<file path="src/rtl/ddr3_arb_pkg.sv">
// Shared definitions for the DDR3 native-port arbiter: requester indices,
// FSM state encoding and a one-hot helper.
package ddr3_arb_pkg;

  localparam int NREQ = 3;

  typedef logic [1:0] req_idx_t;

  localparam req_idx_t REQ_VRD = 2'd0;
  localparam req_idx_t REQ_VWR = 2'd1;
  localparam req_idx_t REQ_CPU = 2'd2;

  localparam logic [2:0] ST_IDLE  = 3'd0;
  localparam logic [2:0] ST_CMD   = 3'd1;
  localparam logic [2:0] ST_WDATA = 3'd2;
  localparam logic [2:0] ST_RDATA = 3'd3;
  localparam logic [2:0] ST_DONE  = 3'd4;

  function automatic logic [NREQ-1:0] idx_onehot(input req_idx_t idx);
    logic [NREQ-1:0] oh;
    oh = '0;
    for (int i = 0; i < NREQ; i++) begin
      if (idx == req_idx_t'(i)) oh[i] = 1'b1;
    end
    return oh;
  endfunction

endpackage

</file>
<file path="src/rtl/ddr3_arb_pick.sv">
// Fixed-priority requester picker (0>1>2) with a starvation guard that
// forces a CPU pick once the CPU has waited through STARVE_MAX video grants.
module ddr3_arb_pick
  import ddr3_arb_pkg::*;
#(
  parameter int STARVE_MAX = 16
) (
  input  logic            sys_clk,
  input  logic            nrst,
  input  logic [NREQ-1:0] req,
  input  logic            grant_en,
  output req_idx_t        sel
);

  localparam int CNT_W = $clog2(STARVE_MAX + 1);
  localparam logic [CNT_W-1:0] CNT_MAX = CNT_W'(STARVE_MAX);

  logic [CNT_W-1:0] starve_cnt_reg;
  logic             starved;

  assign starved = req[REQ_CPU] && (starve_cnt_reg >= CNT_MAX);

  always_comb begin
    sel = REQ_CPU;
    if (!starved) begin
      if (req[REQ_VRD])      sel = REQ_VRD;
      else if (req[REQ_VWR]) sel = REQ_VWR;
    end
  end

  // Only video grants made while the CPU is actually waiting count toward starvation.
  always_ff @(posedge sys_clk or negedge nrst) begin
    if (!nrst) begin
      starve_cnt_reg <= '0;
    end else if (grant_en) begin
      if (sel == REQ_CPU) begin
        starve_cnt_reg <= '0;
      end else if (req[REQ_CPU] && (starve_cnt_reg != CNT_MAX)) begin
        starve_cnt_reg <= starve_cnt_reg + 1'b1;
      end
    end
  end

endmodule

</file>
<file path="src/rtl/ddr3_port_arbiter.sv">
// Shares the DDR3 controller native port among the HDMI-tx reader, HDMI-rx
// writer and CPU bridge; one whole burst per grant.
module ddr3_port_arbiter
  import ddr3_arb_pkg::*;
#(
  parameter int ADDR_W     = 28,
  parameter int DATA_W     = 128,
  parameter int LEN_W      = 8,
  parameter int STARVE_MAX = 16
) (
  input  logic                   sys_clk,
  input  logic                   nrst,
  input  logic [NREQ-1:0]        req,
  input  logic [NREQ-1:0]        req_we,
  input  logic [NREQ*ADDR_W-1:0] req_addr,
  input  logic [NREQ*LEN_W-1:0]  req_len,
  output logic [NREQ-1:0]        gnt,
  output logic [NREQ-1:0]        done,
  input  logic [NREQ*DATA_W-1:0] wdata,
  input  logic [NREQ-1:0]        wvalid,
  output logic [NREQ-1:0]        wready,
  output logic [DATA_W-1:0]      rdata,
  output logic [NREQ-1:0]        rvalid,
  output logic                   mc_cmd_valid,
  input  logic                   mc_cmd_ready,
  output logic                   mc_cmd_we,
  output logic [ADDR_W-1:0]      mc_cmd_addr,
  output logic [LEN_W-1:0]       mc_cmd_len,
  output logic [DATA_W-1:0]      mc_wdata,
  output logic                   mc_wvalid,
  input  logic                   mc_wready,
  input  logic [DATA_W-1:0]      mc_rdata,
  input  logic                   mc_rvalid
);

  logic [2:0]        state_reg, state_next;
  req_idx_t          sel_reg;
  req_idx_t          pick_sel;
  logic              we_reg;
  logic [ADDR_W-1:0] addr_reg;
  logic [LEN_W-1:0]  len_reg;
  logic [LEN_W-1:0]  beat_reg;
  logic              grant_en;
  logic              beat_fire;
  logic              last_beat;

  logic [ADDR_W-1:0] addr_slice  [NREQ];
  logic [LEN_W-1:0]  len_slice   [NREQ];
  logic [DATA_W-1:0] wdata_slice [NREQ];

  genvar gi;
  generate
    for (gi = 0; gi < NREQ; gi++) begin : g_req
      assign addr_slice[gi]  = req_addr[gi*ADDR_W +: ADDR_W];
      assign len_slice[gi]   = req_len[gi*LEN_W +: LEN_W];
      assign wdata_slice[gi] = wdata[gi*DATA_W +: DATA_W];
      assign gnt[gi]    = (state_reg != ST_IDLE) && (sel_reg == req_idx_t'(gi));
      assign done[gi]   = (state_reg == ST_DONE) && (sel_reg == req_idx_t'(gi));
      assign wready[gi] = (state_reg == ST_WDATA) && (sel_reg == req_idx_t'(gi)) && mc_wready;
      assign rvalid[gi] = (state_reg == ST_RDATA) && (sel_reg == req_idx_t'(gi)) && mc_rvalid;
    end
  endgenerate

  assign grant_en = (state_reg == ST_IDLE) && (|req);

  ddr3_arb_pick #(
    .STARVE_MAX(STARVE_MAX)
  ) u_pick (
    .sys_clk (sys_clk),
    .nrst    (nrst),
    .req     (req),
    .grant_en(grant_en),
    .sel     (pick_sel)
  );

  assign mc_cmd_valid = (state_reg == ST_CMD);
  assign mc_cmd_we    = we_reg;
  assign mc_cmd_addr  = addr_reg;
  assign mc_cmd_len   = len_reg;
  assign mc_wvalid    = (state_reg == ST_WDATA) && wvalid[sel_reg];
  assign mc_wdata     = (state_reg == ST_WDATA) ? wdata_slice[sel_reg] : '0;
  assign rdata        = (state_reg == ST_RDATA) ? mc_rdata : '0;

  assign beat_fire = ((state_reg == ST_WDATA) && mc_wvalid && mc_wready) ||
                     ((state_reg == ST_RDATA) && mc_rvalid);
  assign last_beat = (beat_reg == len_reg);

  always_comb begin
    state_next = state_reg;
    case (state_reg)
      ST_IDLE:  if (|req) state_next = ST_CMD;
      ST_CMD:   if (mc_cmd_ready) state_next = we_reg ? ST_WDATA : ST_RDATA;
      ST_WDATA: if (beat_fire && last_beat) state_next = ST_DONE;
      ST_RDATA: if (beat_fire && last_beat) state_next = ST_DONE;
      ST_DONE:  state_next = ST_IDLE;
      default:  state_next = ST_IDLE;
    endcase
  end

  // Command fields are latched at grant so requesters may move on once gnt is seen.
  always_ff @(posedge sys_clk or negedge nrst) begin
    if (!nrst) begin
      state_reg <= ST_IDLE;
      sel_reg   <= REQ_VRD;
      we_reg    <= 1'b0;
      addr_reg  <= '0;
      len_reg   <= '0;
      beat_reg  <= '0;
    end else begin
      state_reg <= state_next;
      if (grant_en) begin
        sel_reg  <= pick_sel;
        we_reg   <= req_we[pick_sel];
        addr_reg <= addr_slice[pick_sel];
        len_reg  <= len_slice[pick_sel];
      end
      if ((state_reg == ST_CMD) && mc_cmd_ready) begin
        beat_reg <= '0;
      end else if (beat_fire && !last_beat) begin
        beat_reg <= beat_reg + 1'b1;
      end
    end
  end

endmodule
</file>
<file path="config.mk">
export PLATFORM = sky130hd
export DESIGN_NAME = ddr3_port_arbiter
export DESIGN_NICKNAME = d
export VERILOG_FILES = /design/src/rtl/ddr3_arb_pkg.sv /design/src/rtl/ddr3_arb_pick.sv /design/src/rtl/ddr3_port_arbiter.sv
export SDC_FILE = /design/constraint.sdc
export NUM_CORES = 1
export LEC_CHECK = 0
export BUFFER_PORTS_ARGS = -buffer_cell sky130_fd_sc_hd__buf_2
export CORE_AREA = 8 8 363 365
export DETAILED_ROUTE_END_ITERATION = 7
export DIE_AREA = 0 0 371 373
export PLACE_DENSITY = 0.3
export SYNTH_ARGS = -nofsm -noshare
export SYNTH_HDL_FRONTEND = slang
export SYNTH_SLANG_ARGS = --single-unit
export TNS_END_PERCENT = 100
</file>
<file path="constraint.sdc">
create_clock -name sys_clk -period 2.6 [get_ports sys_clk]
set_input_delay 0.52 -clock sys_clk [delete_from_list [all_inputs] [get_ports sys_clk]]
set_output_delay 0.52 -clock sys_clk [all_outputs]
set_load 0.1 [all_outputs]
</file>
* Word-level counts from Yosys, hierarchy flattened
Index checks and enable logic that the tools add are counted.
** Cells by class
- $lt $le $gt $ge :: 5
- Shifts and indexed selects :: 0
- Bitwise operators :: 2
- Equal/unequal tests :: 12
- Multiply operators :: 0
- Reductions and logical operators :: 39
- Add/subtract/negate cells :: 2
- Multiplexer cells :: 27
- Div/mod/pow operators :: 0
** Operator list (number)
- $mux W128 :: 4
- $bmux W128 S2 :: 1
- $bmux W28 S2 :: 1
- $mux W28 :: 2
- $mux W8 :: 4
- $logic_and A1 B1 Y1 :: 28
- $bmux W8 S2 :: 1
- $mux W5 :: 2
- $mux W3 :: 3
- $pmux W3 S3 :: 1
- $add A8 B1 Y8 const B :: 1
- $eq A8 B8 Y1 :: 1
- $eq A3 B2 Y1 const B :: 2
- $ge A3 B3 Y1 const B :: 2
- $lt A2 B3 Y1 const B :: 2
- $mux W2 :: 3
- $ne A2 B1 Y1 const B :: 3
- $not A2 Y3 :: 2
- $add A5 B1 Y5 const B :: 1
- $ge A5 B5 Y1 const B :: 1
- $ne A5 B5 Y1 const B :: 1
- $bmux W1 S2 :: 2
- $eq A2 B2 Y1 const B :: 2
- $reduce_bool A2 Y1 :: 2
- 13 further kinds :: 15
** Storage, ports and cells
- Latch bits :: 0
- Bits in read-only memories :: 0
- Input bits :: 634
- Output and inout bits :: 307
- Memory bits (writable) :: 0
- Flip-flop bits (word level) :: 55
- Memories :: 0
- Logic and storage cells :: 94

* Logic depth before layout (Yosys ltp)
- Word-level depth :: 9
- Gate-level depth with buffers :: 7
- Mapped depth without buffers :: 5

* Cells and area by module
From an unflattened synthesis, not the netlist that was laid out.
** Unflattened totals
- Cells, all modules :: 1094
- Area, all modules :: 7343.3 um^2
** Modules (own cells, without submodules)
- ddr3_port_arbiter :: seq. area each 1251.2 um^2, cells an instance 1062, times used 1, area each 7033.0 um^2
- ddr3_arb_pick :: seq. area each 125.1 um^2, cells an instance 32, times used 1, area each 310.3 um^2

* Worst setup path before layout
OpenSTA, ideal clock, no wires.
- Kind :: register to output
- Start point :: register state_reg[2]
- End point :: output port rvalid[0]
- Setup slack :: -1050 ps
- Stages on the path, launching flop included :: 6
- Data required time :: 2080 ps
- Buffers on the path :: 1
- Arrival time :: 3130 ps
- Cell sequence :: dfrtp_1 -> nand2b_1 -> nor2_1 -> clkbuf_1 -> nand2_1 -> nor3_1
** On the way
- Cells in the longest elaborated chain, start to end :: 3
** Ends and longest elaborated chain
- start: declaration :: RTL line ddr3_port_arbiter.sv:36 : logic [2:0] state_reg, state_next;
- start signal: assignment :: RTL line ddr3_port_arbiter.sv:110 : state_reg <= state_next;
- $eq A3 B2 Y1 :: RTL line ddr3_port_arbiter.sv:60 : assign rvalid[gi] = (state_reg == ST_RDATA) && (sel_reg == req_idx_t'(gi)) && mc_rvalid;
- $logic_and A1 B1 Y1 (2 in a row) :: RTL line ddr3_port_arbiter.sv:60
- end: declaration :: RTL line ddr3_port_arbiter.sv:23 : output logic [NREQ-1:0] rvalid,
Every way passes these cells.

* Final worst setup path
- Start point :: register sel_reg[1]
- End point :: output port mc_wdata[14]
** On the way
- Cells in the longest elaborated chain, start to end :: 5
** Ends and longest elaborated chain
- start: declaration :: RTL line ddr3_port_arbiter.sv:37 : req_idx_t sel_reg;
- start signal: assignment :: RTL line ddr3_port_arbiter.sv:112 : sel_reg <= pick_sel;
- $not A2 Y3 (not written as such) :: RTL line ddr3_port_arbiter.sv:81 : assign mc_wdata = (state_reg == ST_WDATA) ? wdata_slice[sel_reg] : '0;
- $bmux W128 S2 :: RTL line ddr3_port_arbiter.sv:81
- $mux W128 (not written as such) (2 in a row) :: RTL line ddr3_port_arbiter.sv:81
- $mux W128 :: RTL line ddr3_port_arbiter.sv:81
- end: declaration :: RTL line ddr3_port_arbiter.sv:29 : output logic [DATA_W-1:0] mc_wdata,
Every way passes these cells. The select of a mux whose other input is x is not followed.

==> flow_summary.json <==
{
  "status": "finished with violations",
  "violations": "setup timing",
  "yosys_most_used_dff": "dfrtp_1",
  "root_buffer": "clkbuf_16",
  "fin_nets": 2671,
  "die-area_mm2": 0.138,
  "clkLatencyLatePin_ns": 0.34,
  "clockBufferDepth": 2,
  "routed-wl-met3_mm": 9.20,
  "final_hold_viol_count": 0,
  "die_height_um": 373,
  "synth_common_cells": "nor2_1 (271), mux2i_1 (168), a21oi_1 (134)",
  "ant_nets": 0,
  "synth_cell_type_count": 37,
  "start_util_pct": 5.50,
  "irDropWorstVdd_v": 0.000705,
  "wl_mm": 96.6,
  "clock_sinks": 55,
  "critPathRequiredTime_ns": 2.08,
  "met2_length_mm": 51.0,
  "h-tree-depth": 2,
  "m1WireLength_mm": 35.4,
  "layout-drive-gt1-share_pct": 73.7,
  "arrival_ns": 2.16,
  "synth_top_area_share_pct": 24.2,
  "post-route-min-period_ns": 2.68,
  "viasPerCell": 3.17,
  "overflow": 0,
  "dp.cells": 3635,
  "synthCells": 1010,
  "report.final.slew_viol_count": 0,
  "cp_slowest_stage_delay_ns": 0.56,
  "period_share_pct": 103,
  "power.density_mw_per_mm2": 1720,
  "crit_chain": "buf_6, nor2b_4, buf_6, buf_12, buf_12, buf_16, a21oi_2, nor2_4, buf_12",
  "slew_headroom_pct": 55.3,
  "drc_errors": 0,
  "rows": 131,
  "gp_congestion": 0.812,
  "path_clk_slew_ns": 0.10,
  "setup_violations": 49,
  "syn_area_mm2": 0.00695,
  "yosys.area.top_type": "mux2i_1",
  "synth-edff-count": 0,
  "fin_ws_ns": -0.0775,
  "synthTopCellsByArea": "mux2i_1 (24%), dfrtp_1 (20%), nor2_1 (15%)",
  "rsz0062_at_grt": "true",
  "grt_pass1_wl_mm": 123,
  "worst_clock_skew_ns": 0.0224,
  "synth_most_common_cell": "nor2_1",
  "area_growth_pct": 220,
  "io_pins": 941,
  "worstSetupEndpointType": "primary output",
  "routedWlPerCell_um": 25.9,
  "yosys_register_bits": 55,
  "ys_seq_area_share_pct": 19.8,
  "grt_antenna_before_repair": 78,
  "mappedNetlistNets": 1647,
  "avgSynthCellArea_um2": 6.88,
  "dr.pass1.iters": 4,
  "cp_max_fo": 7,
  "max_cap_violations": 0,
  "final_cells": 3726,
  "top_layer": "met5",
  "cts_tree": "built",
  "synth_async_sr_flop_share_pct": 100,
  "cts_buffers": 5,
  "cellLeakagePower_nw": 9.37,
  "fmax_ghz": 0.373,
  "holdBufCountCts": 0,
  "tightest_slew_ns": 0.675,
  "grt_pass1_vias": 12900,
  "core_area_mm2": 0.126,
  "grt_usage_pct": 13.0,
  "fp.dieW_um": 371,
  "largest_reg_flops": 28,
  "cp_slowest_cell": "dfrtp_4",
  "first_iter_violations": 433,
  "yosys_warnings": 0,
  "critPathMostFrequentCell": "buf_12",
  "path_class": "flop to primary output",
  "hold_ws_ns": 0.128,
  "hold_path_class": "input port to asynchronous set/reset pin",
  "portBuffers": 940,
  "dp_hpwl_mm": 83.7,
  "vias": 11800,
  "grt_start_max_net_pins": 55,
  "start_kind": "flop"
}
## stage by stage
| stage | total power [mW] | util, % | TNS [ns] | worst slack, ns | area, um2 |
|---|---|---|---|---|---|
| 2_1_floorplan | 21.6 | - | -2.70 | -0.819 | 7900 |
| 3_3_place_gp | 34.8 | 15.4 | -0.877 | -0.220 | 19500 |
| 3_5_place_dp | 34.8 | 15.4 | -0.859 | -0.238 | 19500 |
| 4_1_cts | 37.7 | 16.9 | -9.54 | -0.170 | 21400 |
| 5_1_grt | 39.7 | 17.5 | -12.95 | -0.181 | 22100 |
| 6_report | 38.2 | 17.6 | -1.92 | -0.0775 | 22200 |
## worst max-delay path: cells and delay by family (launching register included)
kind | cells | cell delay, ns
AND/OR/NAND/NOR | 2 | 0.26
AO/OA/AOI/OAI | 1 | 0.08
flip-flops | 1 | 0.56
buffers and inverters | 6 | 0.88
## cell usage in the layout (no fill, tap or decap), types with 30 or more instances in the layout
cell type and instances:
buf_2 671, buf_12 299, mux2i_1 139, nor2_4 134
nor2_1 102, and2_1 86, buf_4 84, a21oi_2 70
a21oi_4 56, dfrtp_1 51, and2_4 42, a22oi_1 37
o21ai_0 36, nor2_2 35, diode_2 30
## power breakdown
part / switching (mW) / leakage (nW) / internal (mW)
sequential: 0.330 / 0.690 / 1.22
combinational: 23.7 / 8.61 / 12.1
clock: 0.434 / 0.0705 / 0.362
total: 24.5 / 9.37 / 13.7
## kinds of logic (layout without fill, tap and decap cells)
| family | Yosys count | count (layout) | synth area share (%) |
|---|---|---|---|
| other | 0 | 30 | 0 |
| AOI/OAI and AO/OA | 227 | 227 | 18.2 |
| adders and majority gates | 3 | 3 | 0.540 |
| DFF | 55 | 55 | 19.8 |
| muxes | 168 | 168 | 24.2 |
| xor gates and xnor gates | 10 | 10 | 1.26 |
| buffers and inverters | 94 | 1118 | 5.48 |
| and+or+nand+nor | 453 | 453 | 30.5 |
## area by class of cell
class	count	area, um2
clock inverters	2	17.5
inverters	4	15.0
multi-input cells	861	7590
well taps	1662	2080
flip-flops and latches	55	1390
fillers	14200	104000
repair buffers	1107	10900
diodes	30	75.1
clock buffers	5	125
## layer usage
metal  vias to the layer above  global-route usage (%)
met5                         -                       0
li1                       5583                       -
met3                        87                    5.13
met2                       556                    24.6
met4                        44                    1.46
met1                      5545                    13.9
## worst paths after layout
path | start | end | slack, ns | cells after the start
max | sel_reg[1]$_DFFE_PN0P_ | mc_wdata[14] | -0.08 | 9
min | nrst | sel_reg[0]$_DFFE_PN0P_ | 0.13 | 1
max reg2reg | sel_reg[1]$_DFFE_PN0P_ | beat_reg[7]$_DFFE_PN0P_ | 0.28 | 9
min reg2reg | mc_cmd_addr[26]$_DFFE_PN0P_ | mc_cmd_addr[26]$_DFFE_PN0P_ | 0.52 | 2
max in group asynchronous | nrst | mc_cmd_addr[4]$_DFFE_PN0P_ | 1.68 | 3
min in group sys_clk | req_len[22] | mc_cmd_len[6]$_DFFE_PN0P_ | 0.40 | 3
## what timing repair did
item                                    4_1_cts  5_1_grt
setup buffers                                21       18
pin swaps                                    64       58
cloned                                       13        7
resized for setup                           274      128
endpoints found under the setup margin      189      165
No activity file was read; power rests on OpenSTA's default activity.
